[config.mk]
export PLATFORM = sky130hd
export DESIGN_NAME = nanorv32_rf_wr_sched
export DESIGN_NICKNAME = d
export VERILOG_FILES = /design/src/rtl/nanorv32_rf_wr_sched.sv
export SDC_FILE = /design/constraint.sdc
export NUM_CORES = 1
export LEC_CHECK = 0
export ABC_AREA = 1
export BUFFER_PORTS_ARGS = -buffer_cell sky130_fd_sc_hd__buf_2
export CORE_AREA = 2 2 228 163
export DETAILED_ROUTE_END_ITERATION = 10
export DIE_AREA = 0 0 230 165
export GPL_TIMING_DRIVEN = 0
export SETUP_SLACK_MARGIN = 0.05
export SLEW_MARGIN = 15
export SYNTH_ARGS = -nofsm -noshare
export SYNTH_HDL_FRONTEND = slang
export SYNTH_SLANG_ARGS = --single-unit
[constraint.sdc]
create_clock -name clk -period 8.52 [get_ports clk]
set_input_delay 0.426 -clock clk [delete_from_list [all_inputs] [get_ports clk]]
set_output_delay 0.426 -clock clk [all_outputs]
set_load 0.02 [all_outputs]
[src/rtl/nanorv32_rf_wr_sched.sv]
// nanorv32_rf_wr_sched: round-robin writeback arbiter onto the two regfile write ports,
// with a pending-write scoreboard for RAW hazard stalls.
module nanorv32_rf_wr_sched #(
    parameter int NUM_REQ  = 3,
    parameter int NUM_REGS = 32
) (
    input  logic                  clk,
    input  logic                  rst,
    input  logic [NUM_REQ-1:0]    req_valid,
    input  logic [NUM_REQ*5-1:0]  req_sel,
    input  logic [NUM_REQ*32-1:0] req_data,
    output logic [NUM_REQ-1:0]    req_ready,
    input  logic                  reserve_valid,
    input  logic [4:0]            reserve_sel,
    input  logic [4:0]            chk_sel_a,
    input  logic [4:0]            chk_sel_b,
    output logic                  busy_a,
    output logic                  busy_b,
    input  logic                  allow_hidden_use_of_x0,
    output logic [4:0]            sel_rd,
    output logic [4:0]            sel_rd2,
    output logic [31:0]           rd,
    output logic [31:0]           rd2,
    output logic                  write_rd,
    output logic                  write_rd2
);
    localparam int PW = (NUM_REQ > 1) ? $clog2(NUM_REQ) : 1;

    logic [PW-1:0]       rr_q, rr_d;
    logic [NUM_REGS-1:0] sb_q, sb_d;
    logic [4:0]          sel_rd_q, sel_rd2_q;
    logic [31:0]         rd_q, rd2_q;
    logic                write_rd_q, write_rd2_q;
    logic                a_v, b_v;
    int                  a_idx, b_idx;
    logic [NUM_REQ-1:0]  gnt;
    logic [4:0]          sel_a, sel_b;
    logic [31:0]         data_a, data_b;

    function automatic int slot(input logic [PW-1:0] rr, input int k);
        return (int'(rr) + k) % NUM_REQ;
    endfunction

    // Slot B must target a different register than slot A so both ports never collide.
    always_comb begin
        a_v   = 1'b0;
        b_v   = 1'b0;
        a_idx = 0;
        b_idx = 0;
        gnt   = '0;
        for (int k = 0; k < NUM_REQ; k++) begin
            if (req_valid[slot(rr_q, k)]) begin
                if (!a_v) begin
                    a_v   = 1'b1;
                    a_idx = slot(rr_q, k);
                end else if (!b_v && req_sel[5*slot(rr_q, k) +: 5] != req_sel[5*a_idx +: 5]) begin
                    b_v   = 1'b1;
                    b_idx = slot(rr_q, k);
                end
            end
        end
        if (a_v) gnt[a_idx] = 1'b1;
        if (b_v) gnt[b_idx] = 1'b1;
        sel_a  = req_sel[5*a_idx +: 5];
        sel_b  = req_sel[5*b_idx +: 5];
        data_a = req_data[32*a_idx +: 32];
        data_b = req_data[32*b_idx +: 32];
        rr_d   = b_v ? PW'((b_idx + 1) % NUM_REQ) : a_v ? PW'((a_idx + 1) % NUM_REQ) : rr_q;
    end

    // Clears come from the strobes on the port, so a newer reservation in the same cycle wins.
    always_comb begin
        sb_d = sb_q;
        if (write_rd_q) sb_d[sel_rd_q] = 1'b0;
        if (write_rd2_q) sb_d[sel_rd2_q] = 1'b0;
        if (reserve_valid && (reserve_sel != 5'd0 || allow_hidden_use_of_x0)) sb_d[reserve_sel] = 1'b1;
    end

    always_ff @(posedge clk) begin
        if (rst) begin
            rr_q        <= '0;
            sb_q        <= '0;
            sel_rd_q    <= '0;
            sel_rd2_q   <= '0;
            rd_q        <= '0;
            rd2_q       <= '0;
            write_rd_q  <= 1'b0;
            write_rd2_q <= 1'b0;
        end else begin
            rr_q        <= rr_d;
            sb_q        <= sb_d;
            write_rd_q  <= a_v && (sel_a != 5'd0 || allow_hidden_use_of_x0);
            write_rd2_q <= b_v && (sel_b != 5'd0 || allow_hidden_use_of_x0);
            if (a_v) begin
                sel_rd_q <= sel_a;
                rd_q     <= data_a;
            end
            if (b_v) begin
                sel_rd2_q <= sel_b;
                rd2_q     <= data_b;
            end
        end
    end

    assign req_ready = rst ? '0 : gnt;
    assign busy_a    = sb_q[chk_sel_a] && (chk_sel_a != 5'd0 || allow_hidden_use_of_x0);
    assign busy_b    = sb_q[chk_sel_b] && (chk_sel_b != 5'd0 || allow_hidden_use_of_x0);
    assign sel_rd    = sel_rd_q;
    assign sel_rd2   = sel_rd2_q;
    assign rd        = rd_q;
    assign rd2       = rd2_q;
    assign write_rd  = write_rd_q;
    assign write_rd2 = write_rd2_q;
endmodule

==> run summary <==
Clock transition at the registers of the reported paths = 0.07 ns
Worst-Margin Slew = 0.948 ns
Crit path from = rr_q[1]$_SDFFE_PP0P_
Class of the worst hold path = in2reg
Setup crit end kind = flip-flop
Fraction of registers with async set/reset = 0%
FP Rows = 58
Die ar. = 38000 sq um
Synthesized area = 10900 sq um
# Max-Cap Violations = 0
Synth Area in Compound Gates = 28.0%
CTS HTree Levels = 3
CTS Root Cell = clkbuf_16
Worst R2R Path Depth = 73
Post-Synth Simple-Gate Area = 32.9%
Die Width = 230 microns
Hold Path Stages = 3
Worst endpoint data arrival time = 8.24 ns
Worst setup SP type = flip-flop
Layout cells sized above 1 = 21.9%
Max Root-Sink Buffers = 2
First-pass DRT Iterations = 6
Nets = 2248
Max stage delay on crit path = 0.37 ns
Clk_lat worst skew = 0.37 ns
Fin util = 38.7%
Final setup viols = 0
CTS tree = yes
Routed vias = 13900
Setup CP Type = reg2reg
Period minus WS final = 7.97 ns
Synth cell types = 61
Synthesized flop and latch total = 110
Hold EP = sb_q[19]$_SDFF_PP0_
Slowest cell on crit path = fa_2
Outcome = finished, final reports clean
Port Buffer Count = 209
Max Slew Vio Count = 0
Fmax = 125 MHz
Post-synthesis mux area share = 0%
Mapped Avg Cell Area = 6.01 sq um
Relative max-transition margin = 36.5%
Final WL = 47.5 mm
Top-area cell type share of the netlist area = 20.1%
Fin Setup TNS = 0 ns
Final hold vios = 0
Tcrit/Tclk final = 93.6%
Total track usage = 24.1%
Hold_buf cts = 0
Xor and xnor fraction of the mapped netlist area = 1.27%
Min-delay src = reserve_sel[4]
Post-synth EDFFs = 0
Initial antenna violation count = 4
RR Startpoint = rr_q[1]$_SDFFE_PP0P_
Synth Area in Adders = 4.23%
GR Overflow Total = 0
Largest family of logic cells by synthesized area = simple AND/OR/NAND/NOR gates
Register area share after synthesis = 20.1%
Final worst slack = 0.546 ns
Worst Skew = 0.00826 ns
Worst-path maximum fanout = 10
Core footprint = 35600 sq um
CTS sink cnt = 110
Worst reg-to-reg setup slack = 0.55 ns
Worst Path Required = 8.78 ns
Global-route wire length before repair = 71.9 mm
RSZ-0062 raised after global routing = true
Final ANT Viol Nets = 0
Area Growth Syn to Fin = 25.8%
Vias per Instance = 5.41
Synth Flop Type = dfxtp_1
Worst path most repeated cell = nand2_2
Vias in the first global route = 12700
Initial DRC count = 1461
Yosys top cell by area = dfxtp_1
Post-Synthesis Cells = 1818
CTS buffer count = 9
Place WS = -1.41 ns
Reg2reg end = rr_q[1]$_SDFFE_PP0P_
# IOs = 214
Synth top area cells = dfxtp_1, nand2_1, o21ai_0
Largest net degree at the start of global routing = 18
GPL Wtd Cong = 0.997
Ys Warns = 0
Initial Util = 30.7%
Post-DP HPWL = 36.9 mm
Drt drc = 0
Die Ht = 165 microns
Routed len/inst = 18.5 microns
Post-synth net total = 1985
==> through the flow <==
step	hold slack, ns	cell area (sq um)	instances
final	0.434	13800	2569
after global routing	0.420	13700	2566
after CTS	0.409	13200	2542
after detailed placement	0.454	12600	2507
after global placement	0.451	12600	2507
after floorplan	0.457	10900	1818
==> cell usage after synthesis, types with 6 or more instances <==
library cell,count
clkbuf_1,65
nand3b_1,6
inv_1,229
nand3_2,13
inv_2,7
nor3_1,48
xnor2_1,6
nand2_2,15
a21oi_1,204
nor2_1,78
o31ai_1,8
a31oi_1,9
o21ai_0,224
buf_6,13
xor2_1,8
nand4_1,24
ha_1,29
nor4_1,9
dfxtp_1,110
o221ai_1,34
nand2_4,14
nand2_1,427
o21ai_1,16
o211ai_1,17
nand3_1,117
==> per-layer routing <==
metal	wire (microns)	part of all wire [%]	global-route usage (%)
met5	13	0.027	0
met2	20100	42	36.6
met4	838	1.8	6.07
met1	21800	46	34.1
met3	4680	9.9	5.56
==> logic make-up (layout without fill, tap and decap cells) <==
logic type	Yosys count	after routing
xor+xnor	15	15
other cells	1	4
fa+ha+maj	34	34
buf+inv	340	608
simple gates	774	774
compound gates	544	544
flops	110	110
==> registers in the layout, summed over array words and instances (netlist names) <==
name,cells
sel_rd2,5
write_rd2,1
write_rd,1
rd2,32
rr_q,2
rd,32
sel_rd,5
sb_q,32
==> cell type report <==
class / count / area, sq um
fillers: 3909 / 21800
repair buffers: 254 / 1410
flip-flops and latches: 110 / 2210
diodes: 3 / 7.51
plain buffers: 94 / 586
inverters: 244 / 951
clock inverters: 5 / 57.6
multi-input cells: 1368 / 7690
clock buffers: 11 / 243
well taps: 480 / 601
==> how the worst max path moves through the flow <==
| stage | end | depth (start not counted) |
|---|---|---|
| 6_report | rr_q[1]$_SDFFE_PP0P_ | 73 |
| 5_1_grt | rr_q[1]$_SDFFE_PP0P_ | 75 |
| 4_1_cts | rr_q[1]$_SDFFE_PP0P_ | 71 |
| 3_5_place_dp | rr_q[1]$_SDFFE_PP0P_ | 67 |
| 3_3_place_gp | write_rd2$_SDFF_PP0_ | 51 |
| 2_1_floorplan | rr_q[1]$_SDFFE_PP0P_ | 70 |
==> worst max-delay path: cells and delay by family (launching register included) <==
family | cells | cell delay, ns
and+or+nand+nor | 45 | 3.92
DFF | 1 | 0.35
adders and majority gates | 7 | 1.46
AOI/OAI and AO/OA | 3 | 0.34
xor gates and xnor gates | 1 | 0.18
buffers and inverters | 17 | 1.60
==> layout by cell type, fill, tap and decap left out, types with 18 or more instances in the layout <==
cell type,count
nand2_1,397
inv_1,218
o21ai_0,218
buf_2,211
a21oi_1,202
dfxtp_1,108
nand3_1,105
nor2_1,74
clkbuf_1,58
nor3_1,48
buf_4,44
nand2_2,36
o221ai_1,34
nand4_1,24
nand2_4,22
ha_1,21
nand3_2,19
o21ai_1,18
==> repair_timing <==
item / 4_1_cts / 5_1_grt
buffers inserted: 17 / 26
pin swaps: 10 / 46
setup endpoints to repair: 8 / 8
cloned: 2 / 0
gates resized for setup: 48 / 106
Power is not shown: default switching activity piles up to over one toggle a cycle in this logic, so the estimate is an artifact.
